==> src/rtl/toa_hit_assembler.sv <==
// TOA hit assembler: merges fine code and coarse count into a
// linear timestamp and buffers it for valid/ready readout.
module toa_hit_assembler #(
  parameter int CW       = 10,
  parameter int DEPTH    = 4,
  parameter int DEAD_CYC = 3
) (
  input  logic          clk,
  input  logic          rst_n,
  input  logic          hit_strobe,
  input  logic [6:0]    fine_code,
  input  logic [CW-1:0] coarse_cnt,
  input  logic [2:0]    level,
  output logic [CW+6:0] toa_data,
  output logic          toa_err,
  output logic          toa_valid,
  input  logic          toa_ready,
  output logic [15:0]   hit_cnt,
  output logic [7:0]    ovf_cnt,
  output logic          busy
);

  localparam int AW = (DEPTH > 1) ? $clog2(DEPTH) : 1;
  localparam int OW = AW + 2;
  localparam int DW = (DEAD_CYC > 0) ? $clog2(DEAD_CYC + 1) : 1;
  localparam int EW = CW + 8;

  logic [DW-1:0]   dead_q;
  logic            s1_v;
  logic [6:0]      s1_fine;
  logic [CW-1:0]   s1_coarse;
  logic            s1_lvl_ok;
  logic            s2_v;
  logic [EW-1:0]   s2_ent;
  logic [EW-1:0]   mem [DEPTH];
  logic [AW-1:0]   wr_ptr;
  logic [AW-1:0]   rd_ptr;
  logic [AW:0]     count;
  logic [OW-1:0]   occ;
  logic            full;
  logic            accept;
  logic            push;
  logic            pop;
  logic [5:0]      pos;
  logic            bad;
  logic [6:0]      fine_lin;
  logic [CW+6:0]   toa_next;

  assign busy = (dead_q != '0);

  // Entries still in the pipeline count against capacity so that
  // every accepted hit is guaranteed a FIFO slot.
  assign occ = OW'(count) + OW'(s1_v) + OW'(s2_v);
  assign full = (occ >= OW'(DEPTH));
  assign accept = hit_strobe & ~busy & ~full;

  assign push = s2_v;
  assign pop = toa_valid & toa_ready;
  assign toa_valid = (count != '0);
  assign {toa_err, toa_data} = mem[rd_ptr];

  // Fine code linearisation and timestamp arithmetic (coarse*126)
  always_comb begin
    pos = s1_fine[5:0];
    bad = (pos == 6'd63) | ~s1_lvl_ok;
    fine_lin = '0;
    if (!bad)
      fine_lin = s1_fine[6] ? (7'd63 + {1'b0, pos}) : {1'b0, pos};
    toa_next = {s1_coarse, 7'b0}
             - {6'b0, s1_coarse, 1'b0}
             + {{CW{1'b0}}, fine_lin};
  end

  // Dead-time counter: reload on accept, count down to zero
  always_ff @(posedge clk or negedge rst_n) begin
    if (!rst_n)
      dead_q <= '0;
    else if (accept)
      dead_q <= DW'(DEAD_CYC);
    else if (dead_q != '0)
      dead_q <= dead_q - 1'b1;
  end

  // Stage 1: capture encoder outputs at the accepted strobe
  always_ff @(posedge clk or negedge rst_n) begin
    if (!rst_n) begin
      s1_v      <= 1'b0;
      s1_fine   <= '0;
      s1_coarse <= '0;
      s1_lvl_ok <= 1'b0;
    end else begin
      s1_v <= accept;
      if (accept) begin
        s1_fine   <= fine_code;
        s1_coarse <= coarse_cnt;
        s1_lvl_ok <= (level != 3'd0) & ~level[2];
      end
    end
  end

  // Stage 2: register the assembled {err, toa} entry
  always_ff @(posedge clk or negedge rst_n) begin
    if (!rst_n) begin
      s2_v   <= 1'b0;
      s2_ent <= '0;
    end else begin
      s2_v <= s1_v;
      if (s1_v)
        s2_ent <= {bad, toa_next};
    end
  end

  // Output FIFO storage and pointers
  always_ff @(posedge clk or negedge rst_n) begin
    if (!rst_n) begin
      for (int i = 0; i < DEPTH; i++)
        mem[i] <= '0;
      wr_ptr <= '0;
      rd_ptr <= '0;
      count  <= '0;
    end else begin
      if (push) begin
        mem[wr_ptr] <= s2_ent;
        wr_ptr <= AW'((32'(wr_ptr) + 1) % DEPTH);
      end
      if (pop)
        rd_ptr <= AW'((32'(rd_ptr) + 1) % DEPTH);
      unique case ({push, pop})
        2'b10:   count <= count + 1'b1;
        2'b01:   count <= count - 1'b1;
        default: count <= count;
      endcase
    end
  end

  // Saturating accepted-hit and dropped-hit counters
  always_ff @(posedge clk or negedge rst_n) begin
    if (!rst_n) begin
      hit_cnt <= '0;
      ovf_cnt <= '0;
    end else if (hit_strobe) begin
      if (accept) begin
        if (hit_cnt != 16'hFFFF)
          hit_cnt <= hit_cnt + 1'b1;
      end else if (ovf_cnt != 8'hFF) begin
        ovf_cnt <= ovf_cnt + 1'b1;
      end
    end
  end

endmodule

==> config.mk <==
export PLATFORM = sky130hd
export DESIGN_NAME = toa_hit_assembler
export DESIGN_NICKNAME = d
export VERILOG_FILES = /design/src/rtl/toa_hit_assembler.sv
export SDC_FILE = /design/constraint.sdc
export NUM_CORES = 1
export LEC_CHECK = 0
export BUFFER_PORTS_ARGS = -buffer_cell sky130_fd_sc_hd__buf_2
export CAP_MARGIN = 20
export CORE_MARGIN = 8
export CORE_UTILIZATION = 35
export DETAILED_ROUTE_END_ITERATION = 8
export HOLD_SLACK_MARGIN = 0.15
export PLACE_DENSITY_LB_ADDON = 0.25
export SYNTH_ARGS = -nofsm -noshare
export SYNTH_HDL_FRONTEND = slang
export SYNTH_SLANG_ARGS = --single-unit
==> constraint.sdc <==
create_clock -name clk -period 2.8 [get_ports clk]
set_input_delay 0.42 -clock clk [delete_from_list [all_inputs] [get_ports clk]]
set_output_delay 0.42 -clock clk [all_outputs]
set_load 0.1 [all_outputs]
==> key figures <==
Logic synthesis
  – Post-synthesis sequential area ratio: 51.4%
  – Post-synthesis register bit count: 143
  – Commonest register cell after synthesis: dfrtp_1
  – Synthesis Warnings: 0
  – Gate Count Post-Synth: 576
  – Syn Nets: 623
  – Synthesized cell area: 6970 sq um
  – Mean Syn Cell Area: 12.1 sq um
  – EDFF count, synth: 0
  – Yosys cell types: 56
  – Synth async-reset ratio: 100%

Worst setup path
  – FF-to-FF path depth: 12
  – Flop2flop setup slack: 80 ps
  – Critical path endpoint category: register
  – WP data arrival: 3050 ps
  – Crit Path Category: reg -> reg
  – Max FO, Critical Path: 4
  – Crit path launch: s1_fine[0]$_DFFE_PN0P_
  – Worst R2R End: s2_ent[11]$_DFFE_PN0P_
  – Reg-to-Reg Start: s1_fine[0]$_DFFE_PN0P_
  – CP Data Required Time: 3130 ps
  – Type of origin of the critical path: register

Flow run
  – Maxcap violations: 0

GRT
  – GRT Overall Usage: 13.4%
  – Number of global-route vias before repair: 5048
  – Global-route wire length before repair: 26100 um
  – Initial antenna violation count: 3
  – Global route overflow: 0
  – Largest net degree at the start of global routing: 80

STA
  – Setup repair after global routing missed its margin: yes
  – Final period utilization: 97.2%
  – Final min period: 2720 ps
  – Slew @ Worst Pin: 763 ps
  – Slew margin rel.: 49.1%
  – Final WS setup: 79.4 ps
  – Fmax: 368 MHz
  – Final hold vios: 0
  – Hold slack: 180 ps
  – Slew Viols, Final: 0
  – Fin Clk Skew: 14.0 ps
  – Final setup viols: 0

Placed design
  – Placed cells: 903
  – DP Worst Slack: -8.83 ps
  – Port Buffers: 67
  – Detail Placement HPWL: 11200 um
  – Placer Congestion: 0.803

Layout
  – Diode count: 0
  – Area grow syn2layout: 20.4%
  – Share of cells above drive strength 1: 34.7%
  – Net count, final: 708
  – Most common cell after layout, fill and taps aside: dfrtp_1
  – Post-Layout Cell Count: 939
  – Most frequent cells in the layout: dfrtp_1 (143), mux2_2 (78), buf_2 (66)

Floorplanning
  – Total I/O pin count: 68
  – CORE AREA: 19500 sq um
  – Die W: 157 um
  – Die Ht: 157 um
  – Starting density of the core: 35.7%
  – Row count: 51
  – DIE AREA: 24700 sq um

Clock network
  – CTS tree: built
  – Clock Sinks: 143
  – Longest Clk Path Bufs: 2
  – Num CTS Buffers: 17
  – # H-tree levels: 4
  – Reg clk slew, reported paths: 60 ps
  – Worst-Skew Late Latency: 410 ps
  – Root Buffer: clkbuf_16

Detailed routing
  – Routed Antenna Nets: 0
  – Post-Route WL: 15800 um
  – Met2 wire length: 7470 um
  – Met1 WL: 7350 um
  – First-pass iteration count of the detailed router: 5
  – DR WL met3: 707 um
  – Routed length per instance: 16.8 um
  – Post-route DRC: 0
  – Via count: 4753
  – DR iter-0 viols: 263
  – Top routing layer used: met5
  – DR vias/cell: 5.06

Hold path
  – Hold Startpoint: level[2]
  – Min-Delay Endpoint: s1_lvl_ok$_DFFE_PN0P_
  – Worst Hold Depth: 2
  – Tightest Hold Check Type: in -> reg

Outcome
  – Outcome: complete, no violations
-- routing by layer --
metal / vias to the layer above / global-route usage (%)
met5: - / 0
met4: 6 / 3.49
met3: 24 / 4.20
met2: 96 / 21.3
met1: 2387 / 17.5
li1: 2240 / -
-- stage by stage --
stage	setup TNS [ps]	util [%]	area [sq um]
floorplan	0	-	6970
global placement	0	39.5	7700
detailed placement	-8.83	39.5	7700
CTS	0	42.5	8300
global route	-142	43.0	8390
finish	0	43.0	8390
-- state kept, by name, summed over array words and instances, names as in the netlist --
register / flops
push: 1
s1_fine: 7
s1_coarse: 10
s1_v: 1
rd_ptr: 2
count: 3
s1_lvl_ok: 1
dead_q: 2
s2_ent: 18
wr_ptr: 2
hit_cnt: 16
ovf_cnt: 8
mem: 72
-- synth_stat cells, types with 2 or more instances --
cell	instances	area, sq um
mux4_2	18	405
o21ai_0	17	85.1
buf_1	2	7.51
clkbuf_1	15	56.3
o2111ai_2	2	30.0
a21o_1	4	30.0
a31oi_1	4	25.0
nand3_1	13	65.1
xor2_1	13	114
nand4b_1	2	17.5
nor4_1	3	18.8
nor3_1	8	40.0
mux2_1	3	33.8
or3_1	3	18.8
o21ai_1	4	20.0
or4_1	5	37.5
nand2_1	64	240
nor2_1	23	86.3
xnor2_1	24	210
a21oi_1	9	45.0
o21a_1	5	37.5
buf_2	5	25.0
nor4_2	2	25.0
nand4_1	10	62.6
inv_1	27	101
o31ai_1	7	52.6
mux2_2	78	878
nand3b_1	3	22.5
o211ai_1	5	37.5
ha_1	22	275
a211oi_1	2	15.0
and3_1	8	50.1
dfrtp_1	143	3580
-- worst max-delay path by stage --
stage,end,slack [ps],cells after the start
after detailed placement,s2_ent[11]$_DFFE_PN0P_,-9,12
after CTS,s2_ent[14]$_DFFE_PN0P_,3,10
after global routing,s2_ent[11]$_DFFE_PN0P_,-50,11
after global placement,s2_ent[15]$_DFFE_PN0P_,60,12
after floorplan,s2_ent[11]$_DFFE_PN0P_,80,12
final,s2_ent[11]$_DFFE_PN0P_,80,12
-- worst max-delay path: stages, from the launching register on --
cell and delay, ps:
dfrtp_1 410, inv_2 100, ha_4 130, nand2_2 60, nor3_2 200, xnor2_1 130
nor2_1 60, ha_1 330, a21o_1 200, o21bai_4 180, and4_4 200, or4_1 470
a31oi_1 170
-- cell type report --
class,count,area (sq um)
timing repair buffer,88,531
inverter,28,105
fill,1857,11100
multi-input combinational,383,3260
clock buffer,20,437
tap,265,332
clock inverter,12,144
sequential,143,3580
-- what timing repair did --
action	in CTS	in global routing
hold buffers	1	0
endpoints found under the hold margin	77	0
endpoints found under the setup margin	2	10
gates resized for setup	1	17
pin swaps	0	9
setup buffers	0	3
-- cell families after synthesis --
family                     synth area share [%]
adders and majority gates                  4.24
muxes                                      18.9
xor gates and xnor gates                   4.65
buffers and inverters                      2.78
DFF                                        51.4
and+or+nand+nor                            10.6
AOI/OAI and AO/OA                          7.49
Power is not shown: default switching activity piles up to over one toggle a cycle in this logic, so the estimate is an artifact.
